===== src/rtl/stack_sequencer.sv =====
// Call/return/interrupt stack sequencer: pushes and pops PC halves and CCR on a 16-bit stack.
// Optional guard: define STACK_GUARD_EN to block stack over/underflow and flag a sticky stack_err.
module stack_sequencer #(
  parameter logic [11:0] SP_RESET = 12'hFFF
) (
  input  logic        clk,
  input  logic        rst,
  input  logic        call,
  input  logic        ret,
  input  logic        rti,
  input  logic        interrupt,
  input  logic [31:0] ret_pc,
  input  logic [2:0]  ccr_in,
  input  logic [15:0] pop_data,
  output logic [11:0] stack_addr,
  output logic [15:0] stack_wdata,
  output logic        stack_we,
  output logic        stack_re,
  output logic        fetch_pc_enable,
  output logic        pop_pc_low_sig,
  output logic        pop_pc_high_sig,
  output logic        pop_ccr_sig,
  output logic [2:0]  ccr_restore,
  output logic        vec_load,
  output logic        busy,
  output logic        stack_err
);

  localparam logic [2:0] S_IDLE   = 3'd0;
  localparam logic [2:0] S_PUSH_H = 3'd1;
  localparam logic [2:0] S_PUSH_L = 3'd2;
  localparam logic [2:0] S_PUSH_C = 3'd3;
  localparam logic [2:0] S_VECTOR = 3'd4;
  localparam logic [2:0] S_POP_C  = 3'd5;
  localparam logic [2:0] S_POP_L  = 3'd6;
  localparam logic [2:0] S_POP_H  = 3'd7;

  logic [2:0]  r_state;
  logic [2:0]  w_next;
  logic [11:0] r_sp;
  logic        r_pend;
  logic        r_is_int;
  logic [31:0] r_pc;
  logic [2:0]  r_ccr;
  logic        w_idle;
  logic        w_int_req;
  logic        w_req;
  logic        w_int_start;
  logic        w_push;
  logic        w_pop;
  logic        w_push_blk;
  logic        w_pop_blk;
  logic        w_unused;

  assign w_idle      = (r_state == S_IDLE);
  assign w_int_req   = r_pend | interrupt;
  assign w_req       = call | ret | rti | w_int_req;
  assign w_int_start = w_idle & ~call & ~ret & ~rti & w_int_req;
  assign w_push      = (r_state == S_PUSH_H) | (r_state == S_PUSH_L) | (r_state == S_PUSH_C);
  assign w_pop       = (r_state == S_POP_C) | (r_state == S_POP_L) | (r_state == S_POP_H);
  assign w_unused    = &{1'b0, pop_data[15:3]};

`ifdef STACK_GUARD_EN
  logic r_err;

  assign w_push_blk = w_push & (r_sp == 12'h000);
  assign w_pop_blk  = w_pop & (r_sp == SP_RESET);
  assign stack_err  = r_err;

  always_ff @(posedge clk or posedge rst) begin
    if (rst) begin
      r_err <= 1'b0;
    end else if (w_push_blk | w_pop_blk) begin
      r_err <= 1'b1;
    end
  end
`else
  assign w_push_blk = 1'b0;
  assign w_pop_blk  = 1'b0;
  assign stack_err  = 1'b0;
`endif

  always_comb begin
    w_next = S_IDLE;
    case (r_state)
      S_IDLE: begin
        if (call)           w_next = S_PUSH_H;
        else if (ret)       w_next = S_POP_L;
        else if (rti)       w_next = S_POP_C;
        else if (w_int_req) w_next = S_PUSH_H;
        else                w_next = S_IDLE;
      end
      S_PUSH_H: w_next = S_PUSH_L;
      S_PUSH_L: w_next = r_is_int ? S_PUSH_C : S_IDLE;
      S_PUSH_C: w_next = S_VECTOR;
      S_VECTOR: w_next = S_IDLE;
      S_POP_C:  w_next = S_POP_L;
      S_POP_L:  w_next = S_POP_H;
      S_POP_H:  w_next = S_IDLE;
      default:  w_next = S_IDLE;
    endcase
  end

  always_ff @(posedge clk or posedge rst) begin
    if (rst) begin
      r_state  <= S_IDLE;
      r_sp     <= SP_RESET;
      r_pend   <= 1'b0;
      r_is_int <= 1'b0;
      r_pc     <= 32'h0;
      r_ccr    <= 3'b0;
    end else begin
      r_state <= w_next;
      // Entering the INT sequence consumes the pending request; otherwise it accumulates.
      r_pend  <= w_int_start ? 1'b0 : (r_pend | interrupt);
      if (w_idle & w_req) begin
        r_pc     <= ret_pc;
        r_ccr    <= ccr_in;
        r_is_int <= w_int_start;
      end
      if (w_push & ~w_push_blk) begin
        r_sp <= r_sp - 12'd1;
      end else if (w_pop & ~w_pop_blk) begin
        r_sp <= r_sp + 12'd1;
      end
    end
  end

  // Pops read the slot above sp; idle cycles simply present sp.
  assign stack_addr      = w_pop ? (r_sp + 12'd1) : r_sp;
  assign stack_we        = w_push & ~w_push_blk;
  assign stack_re        = w_pop & ~w_pop_blk;
  assign pop_pc_low_sig  = (r_state == S_POP_L);
  assign pop_pc_high_sig = (r_state == S_POP_H);
  assign pop_ccr_sig     = (r_state == S_POP_C);
  assign ccr_restore     = pop_ccr_sig ? pop_data[2:0] : 3'b000;
  assign vec_load        = (r_state == S_VECTOR);
  assign busy            = ~w_idle;
  assign fetch_pc_enable = rst | ~(busy | w_req);

  always_comb begin
    stack_wdata = 16'h0000;
    case (r_state)
      S_PUSH_H: stack_wdata = r_pc[31:16];
      S_PUSH_L: stack_wdata = r_pc[15:0];
      S_PUSH_C: stack_wdata = {13'b0, r_ccr};
      default:  stack_wdata = 16'h0000;
    endcase
  end

endmodule


===== config.mk =====
export PLATFORM = sky130hd
export DESIGN_NAME = stack_sequencer
export DESIGN_NICKNAME = d
export VERILOG_FILES = /design/src/rtl/stack_sequencer.sv
export SDC_FILE = /design/constraint.sdc
export NUM_CORES = 1
export LEC_CHECK = 0
export ABC_AREA = 0
export CORE_MARGIN = 2
export CORE_UTILIZATION = 50
export DETAILED_ROUTE_END_ITERATION = 10
export PLACE_DENSITY_LB_ADDON = 0.25
export REMOVE_ABC_BUFFERS = 1
export SETUP_SLACK_MARGIN = 0.02
export SLEW_MARGIN = 20
export SYNTH_ARGS = -nofsm -noshare
export SYNTH_HDL_FRONTEND = slang
export SYNTH_SLANG_ARGS = --single-unit

===== constraint.sdc =====
create_clock -name clk -period 5.1 [get_ports clk]
set_clock_uncertainty 0.05 [all_clocks]
set_input_delay 1.02 -clock clk [delete_from_list [all_inputs] [get_ports clk]]
set_output_delay 1.02 -clock clk [all_outputs]
set_load 0.03 [all_outputs]

==> results.py <==
metrics = {
    "run_status": {
        "status": "finished clean",
    },
    "yosys": {
        "synth_edf_count": 0,
        "synth_top_area_share_pct": 34.1,
        "synth_seq_cells": 52,
        "synth_top_area_cell": "dfrtp_1",
        "yosys-top-cells-area": "dfrtp_1 (34%), mux2_4 (15%), dfstp_2 (11%)",
        "ys_warn_count": 0,
        "synth_ff_type": "dfrtp_1",
        "postSynthCellCount": 265,
        "avgSynthCellArea_um2": 11.1,
        "ys_seq_area_share_pct": 44.8,
        "async_flop_share_pct": 100,
        "synth_area_um2": 2940,
        "ys_types": 42,
    },
    "detailed_routing": {
        "drtIter0Drc": 84,
        "vias": 2181,
        "wl_per_cell_um": 15.2,
        "antenna_left": 0,
        "drc": 0,
        "avgViaCountPerCell": 5.35,
        "drt-pass1-iter-count": 4,
        "finalWirelength_mm": 6.21,
    },
    "finish": {
        "multiInputGateArea_um2": 1450,
        "layout.nets": 394,
        "regArea_um2": 1320,
        "fin_area_um2": 3810,
        "drive_gt1_share_pct": 19.6,
        "n_fill_cell": 449,
        "post-route-util_pct": 68.4,
        "fin_cells": 408,
        "antennaDiodeCount": 0,
        "area_delta_synth_final_pct": 29.7,
    },
    "placed_design": {
        "port_buffers": 82,
        "dp_hpwl_mm": 4.41,
        "dpl_cell_area_um2": 3720,
        "place_ws_ps": 992,
        "place_inst": 400,
        "gp_congestion": 0.871,
    },
    "power": {
        "fin_total_pwr_mw": 2.70,
        "power.leakage_nw": 1.57,
        "power.density_nw_per_um2": 708,
        "peakVddDrop_v": 0.000344,
    },
    "clock_network": {
        "cts-buffers-inserted": 5,
        "clkLatencyLatePin_ps": 300,
        "holdBufCountCts": 0,
        "cts_root_buf": "clkbuf_8",
        "cts_max_path_buffers": 2,
        "cts_tree": "yes",
        "cts.reportedPaths.clkPinSlew_ps": 80,
        "clock_sinks": 52,
        "postCtsSetupRepairBufs": 0,
        "h-tree-depth": 2,
        "post_cts_resize_count": 0,
    },
    "global_routing": {
        "grt_pass1_vias": 2227,
        "antenna_found_initial": 0,
        "grt-ovfl-total": 0,
        "grt_max_degree": 53,
        "grt_pass1_wl_mm": 10.4,
        "grtUsageTotal_pct": 20.6,
    },
    "timing": {
        "min_period_ps": 4120,
        "fmax_mhz": 243,
        "fin_setup_tns_ps": 0,
        "finalWorstSetupSlack_ps": 983,
        "rsz0062_at_grt": "false",
        "finalHoldViolations": 0,
        "setup_viol": 0,
        "slew_headroom_pct": 37.1,
        "slew_violations": 0,
        "tightest_slew_ps": 942,
        "hold_ws_ps": 464,
        "post-route-period-util_pct": 80.7,
    },
    "floorplan": {
        "die_h_um": 80.6,
        "fp-row-count": 27,
        "dieArea_um2": 6500,
        "fp.dieW_um": 80.6,
        "io_pins": 97,
        "start_util_pct": 52.7,
        "coreArea_um2": 5570,
    },
    "setup_path": {
        "cp_top_family": "buffers and inverters",
        "cp-start-kind": "primary input",
        "path_max_fanout": 4,
        "arrival_ps": 3050,
        "path_buf_inv": 2,
        "cp_slowest_cell": "clkdlybuf4s50_1",
        "critical_path_class": "primary input to primary output",
        "crit_chain": "clkdlybuf4s50_1 > nor3_1 > nor2b_1 > nand2_1 > nand2_1 > clkdlybuf4s50_1",
        "worst_ep_required_time_ps": 4030,
        "endpoint_kind": "primary output",
        "slowest_delay_ps": 670,
    },
    "flow_run": {
        "maxCapViolCount": 0,
    },
    "min_path": {
        "hold_class": "register to register",
    },
}
area by class of cell:
cell class | instances | area share, %
Clock inverter | 1 | 0.230
Tap cell | 72 | 2.36
Sequential cell | 52 | 34.5
Multi-Input combinational cell | 185 | 37.9
Timing Repair Buffer | 87 | 22.5
Inverter | 4 | 0.394
Clock buffer | 7 | 2.00
sequential cells by signal (all words and copies together) (netlist names):
signal,count
r_sp,12
r_pc,32
r_ccr,3
r_state,3
r_is_int,1
r_pend,1
final timing paths:
path	depth (start not counted)	slack, ps	end	from
setup / recovery	6	980	fetch_pc_enable	ret
hold / removal	1	460	r_sp[11]	r_sp[11]
setup reg to reg	5	2300	r_pc[14]	r_state[2]
hold reg to reg	1	460	r_sp[11]	r_sp[11]
max in group asynchronous	3	3340	r_pc[25]	rst
min in group asynchronous	3	1220	r_ccr[0]	rst
cell families after synthesis:
family,after synthesis,synth area share (%)
buffers and inverters,28,5.97
multiplexers,39,18.7
other,1,0.128
AND/OR/NAND/NOR,82,13.6
XOR/XNOR,23,6.86
AO/OA/AOI/OAI,38,8.99
flip-flops,52,44.8
adder cells (fa/ha/maj),2,0.852
Yosys cell counts, types with 5 or more instances:
library cell	count
a21oi_1	6
a22oi_1	16
and2_1	5
clkbuf_1	16
dfrtp_1	40
dfstp_2	12
mux2_2	8
mux2_4	30
nand2_1	11
nor2_1	37
nor3_1	5
o21ai_0	7
xnor2_1	11
xor2_1	12
layout by cell type, fill, tap and decap left out, drive strengths merged, types with 3 or more instances in the layout:
master	netlist	routed
a21oi	7	7
a22oi	16	16
and2	5	5
and3	3	3
buf	8	5
clkbuf	16	7
clkdlybuf4s50	0	82
dfrtp	40	40
dfstp	12	12
inv	4	4
mux2	38	38
nand2	11	11
nand4	4	4
nor2	37	37
nor2b	3	3
nor3	5	5
o21ai	7	7
xnor2	11	11
xor2	12	12
per-layer routing:
metal	global-route usage, %	vias to the layer above	wire [um]
li1	-	1046	-
met4	6.44	0	49
met3	5.73	4	375
met1	25.7	1060	2690
met5	0	-	0
met2	34.6	71	3090
worst reg2reg max path, stage by stage (launching register included):
cell and delay [ps]:
dfrtp_1 390, buf_4 260, or3_4 470, a21oi_4 730
buf_4 410, mux2_2 370
power by group:
| group | switching (mW) | internal, mW |
|---|---|---|
| registers | 0.224 | 0.664 |
| logic | 0.782 | 0.799 |
| clock network | 0.130 | 0.0983 |
| total | 1.14 | 1.56 |
Note: power is estimated with default switching activity, not from simulation.
